**src/rtl/remap_pkg.sv**
```systemverilog
// Shared types for the register remap unit: op encoding and identity-table helper.
// Imported by remap_ckpt_stack and register_remap_unit.
package remap_pkg;

    typedef enum logic [2:0] {
        OP_NOP     = 3'd0,
        OP_SWAP    = 3'd1,
        OP_ROTATE  = 3'd2,
        OP_IDENT   = 3'd3,
        OP_SAVE    = 3'd4,
        OP_RESTORE = 3'd5
    } remap_op_e;

    // Upper bound on a flattened table; callers truncate to their own width.
    localparam int unsigned MAX_TBL_W = 4096;

    // Flattened identity table: entry i (w bits wide) holds the value i.
    function automatic logic [MAX_TBL_W-1:0] ident_table(
        input int unsigned n,
        input int unsigned w
    );
        logic [MAX_TBL_W-1:0] t;
        t = '0;
        for (int unsigned i = 0; i < n; i++) begin
            for (int unsigned b = 0; b < w; b++) begin
                t[i*w+b] = i[b];
            end
        end
        return t;
    endfunction

endpackage

```
**src/rtl/remap_ckpt_stack.sv**
```systemverilog
// LIFO of whole remap tables (DEPTH entries of WIDTH bits).
// Ports: push/push_data, pop/top_data, count, full, empty; sync active-low reset.
module remap_ckpt_stack
    import remap_pkg::*;
#(
    parameter int DEPTH = 2,
    parameter int WIDTH = 8,
    localparam int CNT_W = $clog2(DEPTH + 1),
    localparam int PTR_W = (DEPTH > 1) ? $clog2(DEPTH) : 1
) (
    input  logic             clk,
    input  logic             reset,
    input  logic             push,
    input  logic             pop,
    input  logic [WIDTH-1:0] push_data,
    output logic [WIDTH-1:0] top_data,
    output logic [CNT_W-1:0] count,
    output logic             full,
    output logic             empty
);

    logic [WIDTH-1:0] mem [DEPTH];
    logic [CNT_W-1:0] count_q;
    logic [PTR_W-1:0] wr_ptr;
    logic [PTR_W-1:0] rd_ptr;

    assign wr_ptr   = PTR_W'(count_q);
    assign rd_ptr   = PTR_W'(count_q - CNT_W'(1));
    assign full     = (count_q == CNT_W'(DEPTH));
    assign empty    = (count_q == '0);
    assign count    = count_q;
    // Garbage while empty; the owner never pops an empty stack.
    assign top_data = mem[rd_ptr];

    always_ff @(posedge clk) begin
        if (!reset) begin
            count_q <= '0;
        end else if (push && !full) begin
            count_q <= count_q + CNT_W'(1);
        end else if (pop && !empty) begin
            count_q <= count_q - CNT_W'(1);
        end
    end

    // Contents are don't-care after reset, so storage carries no reset.
    always_ff @(posedge clk) begin
        if (push && !full) begin
            mem[wr_ptr] <= push_data;
        end
    end

endmodule

```
**src/rtl/register_remap_unit.sv**
```systemverilog
// Logical-to-physical register remapper: permutation table with SWAP/ROTATE/IDENT
// and an optional checkpoint stack (built only when REMAP_CKPT_EN is defined).
// Ports: rd_a/rd_b/wr idx->phys lookups, op_valid/op/op_a/op_b, ckpt_count/full/empty, err.
module register_remap_unit
    import remap_pkg::*;
#(
    parameter int NUM_REGS   = 4,
    parameter int CKPT_DEPTH = 2,
    localparam int IDX_W = $clog2(NUM_REGS),
    localparam int CNT_W = $clog2(CKPT_DEPTH + 1)
) (
    input  logic             clk,
    input  logic             reset,
    input  logic [IDX_W-1:0] rd_a_idx,
    input  logic [IDX_W-1:0] rd_b_idx,
    input  logic [IDX_W-1:0] wr_idx,
    output logic [IDX_W-1:0] rd_a_phys,
    output logic [IDX_W-1:0] rd_b_phys,
    output logic [IDX_W-1:0] wr_phys,
    input  logic             op_valid,
    input  logic [2:0]       op,
    input  logic [IDX_W-1:0] op_a,
    input  logic [IDX_W-1:0] op_b,
    output logic [CNT_W-1:0] ckpt_count,
    output logic             ckpt_full,
    output logic             ckpt_empty,
    output logic             err
);

    localparam int TBL_W = NUM_REGS * IDX_W;
    localparam logic [TBL_W-1:0] IDENT_TBL = TBL_W'(ident_table(NUM_REGS, IDX_W));

    logic [NUM_REGS-1:0][IDX_W-1:0] map_q;
    logic [NUM_REGS-1:0][IDX_W-1:0] map_d;
    logic err_q;
    logic err_d;

    assign rd_a_phys = map_q[rd_a_idx];
    assign rd_b_phys = map_q[rd_b_idx];
    assign wr_phys   = map_q[wr_idx];
    assign err       = err_q;

`ifdef REMAP_CKPT_EN
    logic             push;
    logic             pop;
    logic [TBL_W-1:0] top_data;

    remap_ckpt_stack #(
        .DEPTH (CKPT_DEPTH),
        .WIDTH (TBL_W)
    ) u_stack (
        .clk       (clk),
        .reset     (reset),
        .push      (push),
        .pop       (pop),
        .push_data (map_q),
        .top_data  (top_data),
        .count     (ckpt_count),
        .full      (ckpt_full),
        .empty     (ckpt_empty)
    );
`else
    assign ckpt_count = '0;
    assign ckpt_full  = 1'b1;
    assign ckpt_empty = 1'b1;
`endif

    always_comb begin
        map_d = map_q;
        err_d = 1'b0;
`ifdef REMAP_CKPT_EN
        push  = 1'b0;
        pop   = 1'b0;
`endif
        if (op_valid) begin
            case (op)
                OP_NOP: ;
                // Equal operands write the same value back: table unchanged.
                OP_SWAP: begin
                    map_d[op_a] = map_q[op_b];
                    map_d[op_b] = map_q[op_a];
                end
                // new[i] = old[i+1], new[top] = old[0]
                OP_ROTATE: map_d = {map_q[0], map_q[NUM_REGS-1:1]};
                OP_IDENT:  map_d = IDENT_TBL;
`ifdef REMAP_CKPT_EN
                OP_SAVE: begin
                    if (ckpt_full) err_d = 1'b1;
                    else           push  = 1'b1;
                end
                OP_RESTORE: begin
                    if (ckpt_empty) begin
                        err_d = 1'b1;
                    end else begin
                        pop   = 1'b1;
                        map_d = top_data;
                    end
                end
`endif
                default: err_d = 1'b1;
            endcase
        end
    end

    always_ff @(posedge clk) begin
        if (!reset) begin
            map_q <= IDENT_TBL;
            err_q <= 1'b0;
        end else begin
            map_q <= map_d;
            err_q <= err_d;
        end
    end

endmodule

```
**config.mk**
```make
export PLATFORM = sky130hd
export DESIGN_NAME = register_remap_unit
export DESIGN_NICKNAME = d
export VERILOG_FILES = /design/src/rtl/remap_pkg.sv /design/src/rtl/remap_ckpt_stack.sv /design/src/rtl/register_remap_unit.sv
export SDC_FILE = /design/constraint.sdc
export NUM_CORES = 1
export LEC_CHECK = 0
export CAP_MARGIN = 5
export CORE_MARGIN = 4
export CORE_UTILIZATION = 52
export CTS_CLUSTER_DIAMETER = 200
export CTS_CLUSTER_SIZE = 16
export DETAILED_ROUTE_END_ITERATION = 8
export PLACE_DENSITY = 0.82
export SYNTH_ARGS = -nofsm -noshare
export SYNTH_HDL_FRONTEND = slang
export SYNTH_SLANG_ARGS = --single-unit
```
**constraint.sdc**
```tcl
create_clock -name clk -period 2.2 [get_ports clk]
set_input_delay 0.44 -clock clk [delete_from_list [all_inputs] [get_ports clk]]
set_output_delay 0.44 -clock clk [all_outputs]
set_load 0.02 [all_outputs]
```
# == After elaboration in Yosys (flattened, before gate mapping) ==
# Index checks and enable logic that the tools add are counted.
# totals
regBits,9
latchBits,0
mem_bits_rw,0
romBits,0
in_bits,16
output_inout_bits,11
word_cells,40
n_memories,0
# op_classes
add_sub_neg,0
mul,0
n_div,0
magnitude_cmp,7
n_eq_ne,3
n_shift,0
n_mux,18
bitwise_logic,0
n_reduce_logical,7
# op_table
cell,count
8-bit one-hot mux with 3 select lines,1
2-bit binary-select mux with 2-bit select,5
8-bit bitwise mux,2
2-bit by 3-bit < comparator with 1-bit output (second input constant),5
2-bit two-way mux,7
2-bit demux with 2-bit select,2
3-bit by 2-bit equality test with 1-bit output (second input constant),2
2-bit by 1-bit >= comparator with 1-bit output (second input constant),2
2-bit AND reduction,2
4-bit OR reduction,1
3-bit by 1-bit equality test with 1-bit output (second input constant),1
3-bit logical NOT,1
3-bit nonzero test,1
1-bit logical AND,2
1-bit two-way mux,1

# == Logic depth before layout (Yosys ltp) ==
# Gate-level depths: netlist (run 1).
# depth
depth_word,7
ltp_mapped,6
ltp_nobuf,4

# == Worst setup path before layout (run 1) ==
# No wires, ideal clock.
# synth_timing
kind,input to register
startpoint,input port op_a[0]
endpoint,register with a tool-made name
setup_ns,0.121
arrival_time_ns,1.410
setup_slack_ns,0.668
stages,4
cell_sequence,mux4_2 -> a221oi_2 -> a2111o_1 -> a31oi_1
# synth_lines
element,line_no,text
from (decl),register_remap_unit.sv:22,"input logic [IDX_W-1:0] op_a,"

==> summary.md, run 1 <==
| Metric | Value |
|---|---|
| Vias in the first global route | ~1000 |
| Most frequent cell after synthesis | nor2_1 |
| Unrepaired setup endpoints after global routing | no |
| Vias per inst | 6.64 |
| CTS H-tree depth | 1 |
| #FFs+latches synth | 9 |
| DIE WIDTH | roughly 53 um |
| Cell taking the most area after synthesis | dfxtp_1 |
| Critical Path AT | about 2.1 ns |
| Reg clk slew, reported paths | 0.07 ns |
| WP buf/inv | 2 |
| Routed wire length | ~3100 um |
| Critical path, cell by cell | clkdlybuf4s50_1 -> buf_4 -> nor2b_1 -> nor3_1 -> a2111o_1 -> a31oi_1 |
| Worst hold stages | 2 |
| Final Util | 71.0% |
| CP max stage delay | 0.52 ns |
| Fmax | 0.513 GHz |
| Finished Layout Cells | about 170 |
| Worst Skew | 0.0113 ns |
| Pin count of the biggest net entering global routing | 15 |
| CP max-delay cell | clkdlybuf4s50_1 |
| Req. time, crit path | between 2 and 2.5 ns |
| Total gr overflow | 0 |
| Peak supply drop | ~0.25 mV |
| R2r worst-path depth | 4 |
| Post-route setup TNS | 0 ns |
| Vias | about 1100 |
| First-pass GRT wire length | 4830 um |
| Antenna Nets Post-Route | 0 |
| Slew @ Worst Pin | 0.499 ns |
| CTS Buffer Depth | 2 |
| Post-CTS setup buffer count | 0 |
| Clk root buf | clkbuf_4 |
| Final hold violation count | 0 |
| Post-synthesis cell area | roughly 1100 um^2 |
| Dpl cells | ~170 |
| Post-synth ARST share | 0% |
| Stages on the worst setup path | 6 |
| DRT Pass-1 Iters | 5 |
| Clk pwr share | between 20% and 30% |
| Die area | 2830 um^2 |
| 1st-iter DRT viols | between 90 and 100 |
| Ys Warns | 0 |
| # rows | 16 |
| Port bufs | 22 |
| Synth area leaders | dfxtp_1 (17%), mux4_2 (17%), a22oi_1 (5.7%) |
| Slew Limit Fails | 0 |
| Leakage Power | roughly 0.54 nW |
| Cell variety after synth | 45 |
| WL/cell | 18.1 um |
| Syn Area/Cell | about 9 um^2 |
| Worst Setup End Kind | flop |
| Cts bufs inserted | 3 |
| # DRC | 0 |
| Register area share after synthesis | about 17% |
| Clock Latency Late Sink | roughly 0.28 ns |
| Ys flop type | dfxtp_1 |
| Final clock period utilization by the worst path | about nine tenths |
| Pwr dens | 406 nW/um^2 |
| Psw | ~200 uW |
| Synth Instances | 117 |
| Leading cell types by count after synthesis | nor2_1 (10), dfxtp_1 (9), a22oi_1 (8), mux4_2 (8) |
| Sw frac | about 36% |
| Io pins | 27 |
| Hold Path Class | flop to flop |
| Gr usage total | about a quarter |
| # setup viols final | 0 |
| GP Congestion | 1.01 |
| P_int | 361 uW |
| DP HPWL | 2300 um |
| Worst setup path class | primary input to flop |
| Logic pwr share | 41.6% |
| # Max-Cap Violations | 0 |
| Slew HR | between 60% and 70% |
| Post-synth EDFFs | 0 |
| Worst setup SP type | primary input |
| Hold Worst Slack | 0.700 ns |
| Fraction of synthesized cell area taken by the top area cell type | 17.0% |
| Ant. Diodes | 0 |
| CP top delay family | buffers and inverters |
| Num Clock Sinks | 9 |
| Layout Nets | between 150 and 200 |
| Initial Util | between 50% and 60% |
| CTS tree | done |
| Die Height | between 50 and 60 um |
| Status | complete, no violations |
| Post-route minimum period | slightly below 2 ns |
| P&R area growth vs syn | 30.0% |
| Core Area | just under 2000 um^2 |
| Layout cells sized above 1 | 26.0% |
| Worst-path maximum fanout | 14 |
| Hold Buf Count CTS | 0 |
| Initial antenna violation count | 0 |
| Seq pwr share | around 34% |
==> layout make-up <==
class	instances	area, um^2
inverters	2	7.51
well taps	27	33.8
clock buffers	4	26.3
fillers	148	563
repair buffers	34	322
flip-flops and latches	9	180
multi-input cells	97	810
==> worst reg2reg max path, cell delays in order, from the launching register on <==
cell,delay (ns)
dfxtp_1,0.35
buf_4,0.17
mux4_2,0.53
a311oi_1,0.38
o22ai_1,0.14
==> cell usage in the layout (no fill, tap or decap), types with 3 or more instances in the layout <==
cell type / instances
a22o_1: 3
a22oi_1: 8
buf_4: 12
clkbuf_4: 3
clkdlybuf4s15_2: 6
clkdlybuf4s50_1: 13
conb_1: 4
dfxtp_1: 9
mux2i_1: 3
mux4_2: 8
nand2_1: 6
nand2b_1: 3
nand3_1: 5
nor2_1: 10
nor2b_1: 6
o21ai_0: 3
o22ai_1: 3
==> through the flow <==
step	power, mW	worst slack [ns]	area (um^2)
2_1_floorplan	0.334	0.668	1070
3_5_place_dp	0.423	-0.291	1340
5_1_grt	0.587	0.171	1380
6_report	0.560	0.252	1380
4_1_cts	0.556	0.0188	1370
3_3_place_gp	0.418	-0.258	1340
==> worst paths after layout <==
check	from	end	slack, ns
setup / recovery	op_b[0]	flop	0.25
hold / removal	flop	flop	0.70
setup reg to reg	flop	flop	0.49
hold reg to reg	flop	flop	0.70
==> kinds of logic after synthesis <==
kind of cell / Yosys count / share of synthesized area [%]
AOI/OAI and AO/OA: 33 / 26.1
other: 2 / 0.708
and+or+nand+nor: 43 / 22.8
muxes: 15 / 24.4
buffers and inverters: 13 / 7.43
DFF: 9 / 17.0
xor gates and xnor gates: 2 / 1.65
==> repair_timing <==
action / in CTS / in global routing
hold endpoints to repair: 0 / 0
gates resized for setup: 19 / 2
endpoints found under the setup margin: 6 / 4
==> layer usage <==
layer / global-route usage, % / vias up / part of all wire, %
met4: 14.9 / 0 / 2.8
met5: 0 / - / 0
met3: 6.20 / 10 / 9.7
met2: 35.7 / 81 / 46
li1: - / 515 / -
met1: 30.6 / 542 / 42
==> power groups by stage <==
stage	clock network [mW]	logic, mW	registers (mW)
detailed placement	0	0.232	0.191
finish	0.139	0.233	0.188
global placement	0	0.227	0.191
floorplan	0	0.147	0.187
global route	0.150	0.248	0.189
CTS	0.140	0.229	0.187
Power figures use the tool's default switching activity.
==> run 2: changes to the inputs <==
--- a/config.mk
+++ b/config.mk
@@ -15,3 +15,4 @@
 export SYNTH_ARGS = -nofsm -noshare
 export SYNTH_HDL_FRONTEND = slang
 export SYNTH_SLANG_ARGS = --single-unit
+export TNS_END_PERCENT = 20
==> results of run 2 <==
No change in the layout: final DEF, timing and power equal those of run 1.
==> run 3: changes to the inputs <==
--- a/config.mk
+++ b/config.mk
@@ -6,12 +6,14 @@
 export NUM_CORES = 1
 export LEC_CHECK = 0
 export CAP_MARGIN = 5
+export CELL_PAD_IN_SITES_DETAIL_PLACEMENT = 0
+export CELL_PAD_IN_SITES_GLOBAL_PLACEMENT = 1
 export CORE_MARGIN = 4
-export CORE_UTILIZATION = 52
+export CORE_UTILIZATION = 36
 export CTS_CLUSTER_DIAMETER = 200
 export CTS_CLUSTER_SIZE = 16
 export DETAILED_ROUTE_END_ITERATION = 8
-export PLACE_DENSITY = 0.82
+export PLACE_DENSITY = 0.77
 export SYNTH_ARGS = -nofsm -noshare
 export SYNTH_HDL_FRONTEND = slang
 export SYNTH_SLANG_ARGS = --single-unit
==> constraint.sdc (replaced) <==
create_clock -name clk -period 1.8 [get_ports clk]
set_input_delay 0.36 -clock clk [delete_from_list [all_inputs] [get_ports clk]]
set_output_delay 0.36 -clock clk [all_outputs]
set_load 0.02 [all_outputs]
==> run 3 against run 2 <==
The flow now finishes with violations (setup timing). Routed wire length increased by 16%. Core utilization decreased by 15 points. Sequential share of layout area decreased by 1.6 points.
==> summary.md, run 3 (synthesis results as in run 1) <==
| Metric | Value |
|---|---|
| Status | complete, but fails checks |
| Failing checks | setup timing |
| 1st-iter DRT viols | 86 |
| Worst setup path class | primary input to flop |
| Worst Skew | between 0.0001 and 0.00015 ns |
| Layout Nets | 189 |
| Routed wire length | 3620 um |
| Psw | approximately 260 uW |
| Reg clk slew, reported paths | around 0.07 ns |
| Hold Path Class | flop to flop |
| Die Height | 62.3 um |
| Ant. Diodes | 0 |
| Num Clock Sinks | 9 |
| Worst Slack Setup Final | -0.00715 ns |
| P&R area growth vs syn | 47.6% |
| CTS H-tree depth | 1 |
| Clk pwr share | approximately 23% |
| Seq pwr share | a little under a third |
| Post-CTS setup buffer count | 0 |
| Sw frac | between 30 and 40% |
| # DRC | 0 |
| Critical Path AT | 1.99 ns |
| First-pass GRT wire length | 5820 um |
| Total gr overflow | 0 |
| Vias in the first global route | 1188 |
| Final clock period utilization by the worst path | 100% |
| P_int | roughly 470 uW |
| WL/cell | roughly 18 um |
| Die area | 3880 um^2 |
| Most frequent cells in the layout | buf_4 (38), clkdlybuf4s50_1 (11), nor2_1 (10), dfxtp_1 (9) |
| Peak supply drop | about 0.38 mV |
| Worst hold stages | 3 |
| Cts bufs inserted | 3 |
| Core Area | about 2800 um^2 |
| Hold Worst Slack | between 0.6 and 0.7 ns |
| Logic pwr share | a little under half |
| Commonest non-fill, non-tap cell in the layout | buf_4 |
| Io pins | 27 |
| DIE WIDTH | 62.3 um |
| Slew Limit Fails | 0 |
| Req. time, crit path | 1.98 ns |
| Fmax | approximately 0.55 GHz |
| # Max-Cap Violations | 0 |
| Clk root buf | clkbuf_4 |
| Layout cells sized above 1 | around 40% |
| DRT Pass-1 Iters | 4 |
| Worst-path maximum fanout | 5 |
| # setup viols final | 1 |
| Worst setup SP type | primary input |
| Worst Setup End Kind | flop |
| Port bufs | 22 |
| Pin count of the biggest net entering global routing | 11 |
| Post-route minimum period | around 1.8 ns |
| Leakage Power | around 0.66 nW |
| Pwr dens | approximately 460 nW/um^2 |
| CTS tree | done |
| Initial antenna violation count | 0 |
| GP Congestion | just over 0.9 |
| Final hold violation count | 0 |
| R2r worst-path depth | 5 |
| Vias | roughly 1200 |
| Post-route setup TNS | -0.00715 ns |
| DP HPWL | 2950 um |
| # rows | 19 |
| Initial Util | 38.1% |
| CTS Buffer Depth | 2 |
| Clock Latency Late Sink | about 0.26 ns |
| R2r setup slk | between 0.1 and 0.15 ns |
| Antenna Nets Post-Route | 0 |
| Place WS | -0.540 ns |
| Vias per inst | roughly 6.1 |
| Gr usage total | 18.2% |
-- run 3: cell count changes in the layout (fill, tap and decap cells not counted), moves of 2 or more --
| cell | before | now |
|---|---|---|
| buf_4 | 12 | 38 |
| buf_2 | 0 | 6 |
| dlygate4sd2_1 | 1 | 4 |
| clkdlybuf4s15_2 | 6 | 0 |
| clkdlybuf4s50_1 | 13 | 11 |
-- run 3: how the worst max path moves through the flow --
stage	from	to	depth (start not counted)
detailed placement	wr_idx[0]	wr_phys[0]	3
finish	op_b[0]	flop	5
CTS	op_a[0]	flop	4
global placement	rd_b_idx[0]	rd_b_phys[1]	3
floorplan	op_a[0]	flop	4
global route	op_b[0]	flop	5
-- run 3: worst max-delay path, cell delays in order --
cell and delay, ns:
clkdlybuf4s50_1 0.59, nand2_1 0.13, a311oi_2 0.36, mux2_1 0.37, a31oi_2 0.17
-- run 3: final cells by class --
type	count	area, um^2
well taps	31	38.8
flip-flops and latches	9	180
repair buffers	60	473
clock buffers	4	26.3
fillers	253	1210
multi-input cells	97	841
inverters	2	7.51
-- run 3: timing repair --
action	4_1_cts	5_1_grt
hold buffers	0	0
setup endpoints to repair	11	5
gates resized for setup	30	4
pin swaps	3	1
-- run 3: power by group through the flow --
stage / Clock (mW) / Combinational, mW / Sequential [mW]
final: 0.168 / 0.340 / 0.220
after global routing: 0.190 / 0.362 / 0.221
after CTS: 0.172 / 0.330 / 0.220
after detailed placement: 0 / 0.344 / 0.224
after global placement: 0 / 0.338 / 0.223
after floorplan: 0 / 0.180 / 0.228
-- run 3: through the flow --
stage               utilization [%]  instance area, um^2  total power [mW]  cells
floorplan                         -                 1070             0.408    119
finish                         56.3                 1570             0.728    203
global placement               55.4                 1540             0.561    199
global route                   56.3                 1570             0.773    203
detailed placement             55.4                 1540             0.568    199
CTS                            55.5                 1540             0.721    203
-- run 3: per-layer routing --
| layer | wire length (um) | GRT usage [%] |
|---|---|---|
| met1 | 1360 | 22.8 |
| met4 | 106 | 7.69 |
| met3 | 297 | 2.88 |
| met2 | 1850 | 30.6 |
| met5 | 0 | 0 |
